--- config.mk ---
export PLATFORM = sky130hd
export DESIGN_NAME = gf2_linear_map_pipe
export DESIGN_NICKNAME = d
export VERILOG_FILES = /design/src/rtl/gf2_linear_map_pipe.sv
export SDC_FILE = /design/constraint.sdc
export NUM_CORES = 1
export LEC_CHECK = 0
export CORE_MARGIN = 1
export CORE_UTILIZATION = 36
export CTS_BUF_LIST = sky130_fd_sc_hd__clkbuf_2 sky130_fd_sc_hd__clkbuf_4 sky130_fd_sc_hd__clkbuf_8
export DETAILED_ROUTE_END_ITERATION = 12
export GPL_ROUTABILITY_DRIVEN = 0
export SLEW_MARGIN = 10
export SYNTH_ARGS = -nofsm -noshare
export SYNTH_HDL_FRONTEND = slang
export SYNTH_SLANG_ARGS = --single-unit
--- constraint.sdc ---
create_clock -name clk -period 1.8 [get_ports clk]
set_input_delay 0.36 -clock clk [delete_from_list [all_inputs] [get_ports clk]]
set_output_delay 0.36 -clock clk [all_outputs]
set_load 0.02 [all_outputs]
--- src/rtl/gf2_linear_map_pipe.sv ---
// gf2_linear_map_pipe: LANES-wide GF(2) 8x8 linear map (built-in inverse map or programmed matrix)
// behind a PIPE-stage valid/ready pipeline. Define AFFINE_CONST_EN to load and commit an affine constant.
module gf2_linear_map_pipe #(
  parameter int LANES = 4,
  parameter int PIPE  = 1
) (
  input  logic               clk,
  input  logic               rst_n,
  input  logic               in_valid,
  output logic               in_ready,
  input  logic               in_mode,
  input  logic [8*LANES-1:0] in_data,
  output logic               out_valid,
  input  logic               out_ready,
  output logic [8*LANES-1:0] out_data,
  input  logic               cfg_start,
  input  logic               cfg_valid,
  input  logic [7:0]         cfg_row,
  output logic               cfg_ready,
  output logic               cfg_busy
);
  localparam int W = 8 * LANES;

`ifdef AFFINE_CONST_EN
  localparam logic [3:0] LAST_WORD = 4'd8;
  localparam logic [3:0] ROW_OFS   = 4'd1;
`else
  localparam logic [3:0] LAST_WORD = 4'd7;
  localparam logic [3:0] ROW_OFS   = 4'd0;
`endif

  // state  | meaning
  // IDLE   | active matrix in use, waiting for cfg_start
  // LOAD   | accepting words into the shadow matrix
  // DRAIN  | mode-1 input blocked until no mode-1 word is in flight
  // COMMIT | one cycle, shadow copied into active
  typedef enum logic [1:0] {IDLE, LOAD, DRAIN, COMMIT} cfg_state_t;

  cfg_state_t state, state_nxt;

  logic [3:0]      wcnt;
  logic [7:0]      act_row [8];
  logic [7:0]      shd_row [8];
  logic [7:0]      act_const;
  logic            row_we;

  logic [PIPE-1:0] st_valid;
  logic [PIPE-1:0] st_mode;
  logic [W-1:0]    st_data [PIPE];

  logic            stall;
  logic            accept;
  logic            mode1_busy;
  logic            mode1_block;
  logic [W-1:0]    map_data;
  logic [7:0]      lane_in;
  logic [7:0]      lane_out;

  function automatic logic [7:0] inv_map(input logic [7:0] i);
    logic [7:0] o;
    o[7] = i[2];
    o[6] = i[5] ^ i[1];
    o[5] = i[7] ^ i[5] ^ i[4] ^ i[1];
    o[4] = i[6] ^ i[5] ^ i[4] ^ i[3] ^ i[2] ^ i[1];
    o[3] = i[6] ^ i[1];
    o[2] = i[7] ^ i[6] ^ i[5] ^ i[3] ^ i[2] ^ i[0];
    o[1] = i[7] ^ i[6] ^ i[5] ^ i[3] ^ i[1] ^ i[0];
    o[0] = i[4] ^ i[1];
    return o;
  endfunction

  always_comb begin
    map_data = '0;
    lane_in  = '0;
    lane_out = '0;
    for (int k = 0; k < LANES; k++) begin
      lane_in = in_data[8*k +: 8];
      if (in_mode) begin
        for (int r = 0; r < 8; r++) begin
          lane_out[r] = ^(act_row[r] & lane_in);
        end
      end else begin
        lane_out = inv_map(lane_in);
      end
      map_data[8*k +: 8] = lane_out ^ act_const;
    end
  end

  // Mode-1 input is also held off during COMMIT so it always sees the new matrix.
  assign mode1_block = (state == DRAIN) || (state == COMMIT);
  assign out_valid   = st_valid[PIPE-1];
  assign out_data    = st_data[PIPE-1];
  assign stall       = out_valid & ~out_ready;
  assign in_ready    = ~stall & ~(in_mode & mode1_block);
  assign accept      = in_valid & in_ready;
  assign mode1_busy  = |(st_valid & st_mode);

  always_ff @(posedge clk or negedge rst_n) begin
    if (!rst_n) begin
      st_valid <= '0;
      st_mode  <= '0;
      for (int s = 0; s < PIPE; s++) begin
        st_data[s] <= '0;
      end
    end else if (!stall) begin
      st_valid[0] <= accept;
      st_mode[0]  <= in_mode;
      if (accept) begin
        st_data[0] <= map_data;
      end
      for (int s = 1; s < PIPE; s++) begin
        st_valid[s] <= st_valid[s-1];
        st_mode[s]  <= st_mode[s-1];
        st_data[s]  <= st_data[s-1];
      end
    end
  end

  always_comb begin
    state_nxt = state;
    cfg_ready = 1'b0;
    row_we    = 1'b0;
    unique case (state)
      IDLE: begin
        if (cfg_start) state_nxt = LOAD;
      end
      LOAD: begin
        cfg_ready = 1'b1;
        if (cfg_valid) begin
          row_we = 1'b1;
          if (wcnt == LAST_WORD) state_nxt = DRAIN;
        end
      end
      DRAIN: begin
        if (!mode1_busy) state_nxt = COMMIT;
      end
      COMMIT: begin
        state_nxt = IDLE;
      end
      default: state_nxt = IDLE;
    endcase
  end

  assign cfg_busy = (state != IDLE);

  always_ff @(posedge clk or negedge rst_n) begin
    if (!rst_n) begin
      state <= IDLE;
      wcnt  <= '0;
      for (int r = 0; r < 8; r++) begin
        act_row[r] <= 8'(1 << r);
        shd_row[r] <= 8'(1 << r);
      end
    end else begin
      state <= state_nxt;
      if (state == IDLE && cfg_start) begin
        wcnt <= '0;
      end else if (row_we) begin
        wcnt <= wcnt + 4'd1;
      end
      for (int r = 0; r < 8; r++) begin
        if (row_we && wcnt == 4'(r) + ROW_OFS) shd_row[r] <= cfg_row;
        if (state == COMMIT) act_row[r] <= shd_row[r];
      end
    end
  end

`ifdef AFFINE_CONST_EN
  logic [7:0] shd_const;

  always_ff @(posedge clk or negedge rst_n) begin
    if (!rst_n) begin
      shd_const <= 8'h00;
      act_const <= 8'h00;
    end else begin
      if (row_we && wcnt == 4'd0) shd_const <= cfg_row;
      if (state == COMMIT) act_const <= shd_const;
    end
  end
`else
  assign act_const = 8'h00;
`endif

endmodule
======== Word level (Yosys, flattened, before mapping) ========
Cells that the tools add are included.
storage, ports and cells
  bits of input ports ..................... 47
  output and inout bits ................... 36
  flip-flop bits (word level) ............. 168
operators by class
  bitwise operators ....................... 112
  add/sub/neg operators ................... 1
  reductions and logical operators ........ 48
  mux-type cells .......................... 14
  eq/ne operators ......................... 14
operators by type and width
  cell                   count
  $and A8 B8 Y8          32
  $reduce_xor A8 Y1      32
  $xor A1 B1 Y1          72
  $mux W8                4
  $eq A4 B3 Y1 const B   4
  $logic_and A1 B1 Y1    9
  $eq A4 B2 Y1 const B   2
  $mux W2                4
  $mux W4                2
  $ne A2 B2 Y1 const B   4
  $pmux W2 S4            1
  $and A1 B1 Y1          5
  $add A4 B1 Y4 const B  1
  $eq A2 B2 Y1 const B   2
  $eq A4 B1 Y1 const B   1
  $logic_not A4 Y1       1
  $reduce_and A4 Y1      1
  $reduce_bool A2 Y1     2
  $mux W1                3
  $not A1 Y1             3
  $eq A2 B1 Y1 const B   1
  $logic_not A2 Y1       1
  $reduce_and A2 Y1      1
  $logic_or A1 B1 Y1     1

======== Longest topological paths before layout ========
  depth after elaboration ................. 7
  depth in mapped cells ................... 6
  mapped depth without buffers ............ 6

======== Least setup slack after synthesis ========
OpenSTA, ideal clock, no wires.
  kind .................................... register -> register
  from .................................... register state[1]
  to ...................................... register shd_row[57] (netlist bit)
  library setup time ...................... 125 ps
  cell stages (with the launch flop) ...... 6
  arrival ................................. 1807 ps
  setup slack ............................. -132 ps
  clock period less this slack ............ 1932 ps
  cell sequence ........................... dfrtp_1 inv_1 ha_1 nand2_1 nor3_2 mux2_2
on the way
  longest elaborated chain between the ends .. 3
ends and longest elaborated chain
  item                            line  source
  start: declaration              39    cfg_state_t state, state_nxt;
  start signal: assignment        155   state <= state_nxt;
  $eq A2 B1 Y1                    123   unique case (state)
  $mux W1                         123
  $logic_and A1 B1 Y1             162   if (row_we && wcnt == 4'(r) + ROW_OFS) shd_row[r] <= cfg_row;
  end signal: indexed assignment  152   shd_row[r] <= 8'(1 << r);
  end signal: indexed assignment  162
  end: declaration                43    logic [7:0] shd_row [8];
No other way between the ends.
A chain may end at the register's enable or synchronous reset.

======== Worst setup path in the final report ========
  from .................................... register state[0]
  to ...................................... output port cfg_busy
on the way
  longest elaborated chain between the ends .. 1
ends and longest elaborated chain
  item                line  source
  $reduce_bool A2 Y1  144   assign cfg_busy = (state != IDLE);
  end: declaration    20    output logic cfg_busy
No other way between the ends.

==> run summary <==
clk_lat worst skew: 470 ps
synth unique cells: 35
Int Pwr: 0.0128 W
die width: 172 um
clock buffer depth: 2
combinational share of power: 0.539
Tcrit/Tclk final: 0.957
num ports: 83
min Tclk post-route: 1720 ps
startpoint types: flip-flop
Reg2Reg Depth: 5
root buf cell: clkbuf_8
register area share after synthesis: 0.408
FP Rows: 61
synthesis-to-finish area growth: 28.3%
synthesized area per cell: 10.2 sq um
maximum clock frequency: 581 MHz
kind of critical path: reg2out
Compound-Gate Fraction of Synth Area: 0.0384
cell leakage power: 5.50 nW
Clk pwr share: 0.122
number of synthesized flops with an enable pin: 0
Yosys reg bits: 168
Detail Route Antenna Nets: 0
largest family of logic cells by synthesized area: XOR/XNOR gates
vias in the first global route: 7500
Async S/R FF share, synth: 1.00
global-route wire length before repair: 44100 um
Mapped Cells: 1019
relative slew slack: 0.714
warnings from Yosys: 0
Worst setup startpoint: state[0]
share of cells above drive strength 1: 0.281
CTS Buf Count: 17
maximum VDD drop: 0.651 mV
Reg area: 4230 sq um
CTS tree: built
Power Density: 1610 nW/um^2
Sw Ratio: 0.402
Clock Skews: 20.9 ps
most common flop cell mapped by yosys: dfrtp_1
Flop pwr share: 0.339
slew of the pin with the lowest slew margin: 428 ps
Core Region: 28000 sq um
Tot GR Track Use: 0.203
via count: 7780
Vias/cell: 4.90
GRT overflow: 0
Reg-to-Reg Start: state[0]
worst-path maximum fanout: 3
die area: 29400 sq um
post-detail-place hpwl: 21700 um
initial DRC count: 487
status: complete, no violations
Die H: 172 um
CP endpoint kind: output pin
most frequent cells in the layout: nand2_1, xnor2_1, dfrtp_1
WL final: 28600 um
Max-cap violations: 0
Worst EP required: 1440 ps
Fin Setup TNS: 0 ps
Wirelength per Cell: 18.0 um
Mapped Nets: 1075
CTS clock-pin slew for the worst setup and hold paths: 100 ps
r2r setup slk: 110 ps
footprint of the multi-input gates: 5840 sq um
fin util: 0.474
initial antenna violation count: 0
Initial Util: 0.370
DR pass1 iterations: 5
most common cell after layout, fill and taps aside: nand2_1
worst path arrival time: 1360 ps
Sw Pwr: 0.00857 W
Clock Sinks: 168
fin. max-slew vios: 0
I/O Buffers: 82
Fillers: 2599
mux share of post-synthesis cell area: 0.145
final layout net count: 1253
final-report hold violation count: 0
Post-Synth XOR/XNOR Area: 0.245
synthesized area: 10400 sq um
Final setup viols: 0
reg2reg end: act_row[60]
simple-gate share of the synthesized area: 0.119
antenna diode count: 0
largest net degree at the start of global routing: 51
adder-cell share of the synthesized area: 0.0109
# H-tree levels: 4
Min-Delay Path Class: in2async
drt drc: 0
## worst max-delay path by stage
stage	slack, ps	end
after floorplan	40	shd_row[0]
after global placement	-410	out_data[28]
after detailed placement	-520	out_data[28]
after CTS	-20	cfg_busy
after global routing	-9	cfg_busy
final	80	cfg_busy
## state kept, by name, summed over array words and instances (netlist names)
name       cells
shd_row       64
wcnt           4
state          2
out_data      32
out_valid      1
act_row       64
st_mode        1
## worst max-delay path, cell delays in order, from the launching register on
cell and delay, ps:
dfrtp_2 460, inv_2 110, ha_4 140, inv_1 40, buf_2 150
## cell usage after synthesis (5+ instances only)
library cell,count,area (sq um)
xnor2_1,191,1670
mux2_4,8,120
buf_6,5,56.3
o21ai_0,31,155
xnor2_2,8,130
a22oi_1,12,90.1
a21oi_1,20,100
xor2_1,76,666
buf_2,18,90.1
nor3_1,12,60.1
nand2_1,267,1000
dfstp_2,16,420
inv_1,7,26.3
dfrtp_1,152,3800
clkbuf_1,12,45.0
ha_1,9,113
buf_4,18,135
mux2_2,122,1370
## metal layers
layer / up-vias / part of all wire / GRT usage
li1: 3653 / - / -
met1: 3853 / 0.44 / 0.266
met2: 222 / 0.48 / 0.332
met3: 52 / 0.045 / 0.0283
met4: 0 / 0.038 / 0.0893
met5: - / 0 / 0
## per-stage QoR
step	power, W	hold WS (ps)	cells	area [sq um]	setup WS [ps]
after floorplan	0.0143	64.4	1019	10400	36.2
after global placement	0.0187	247	1553	12900	-410
after detailed placement	0.0189	247	1553	12900	-518
after CTS	0.0213	309	1586	13200	-18.1
after global routing	0.0227	319	1588	13300	-8.52
final	0.0213	314	1588	13300	77.4
## final cells by class
| cell class | instances | share of cell area |
|---|---|---|
| multi-input cells | 791 | 0.440 |
| flip-flops and latches | 168 | 0.318 |
| repair buffers | 212 | 0.176 |
| well taps | 378 | 0.0356 |
| clock buffers | 20 | 0.0198 |
| clock inverters | 12 | 0.00838 |
| inverters | 7 | 0.00198 |
## kinds of logic (layout without fill, tap and decap cells)
group | after synthesis | in the layout
AOI/OAI and AO/OA | 69 | 69
xor gates and xnor gates | 279 | 279
muxes | 131 | 131
buffers and inverters | 60 | 251
DFF | 168 | 168
and+or+nand+nor | 303 | 303
adders and majority gates | 9 | 9
## power groups by stage
stage	clock (W)	sequential, W	combinational (W)
detailed placement	0	0.00728	0.0117
global route	0.00283	0.00748	0.0124
finish	0.00261	0.00723	0.0115
CTS	0.00266	0.00720	0.0115
floorplan	0	0.00703	0.00723
global placement	0	0.00719	0.0115
## repair_timing
item,in CTS,in global routing
setup endpoints to repair,45,15
gates cloned,0,0
endpoints found under the hold margin,20,0
pin swaps,0,0
resized for setup,45,14
buffers inserted,0,2
hold buffers,1,0
Note: power is estimated with default switching activity, not from simulation.
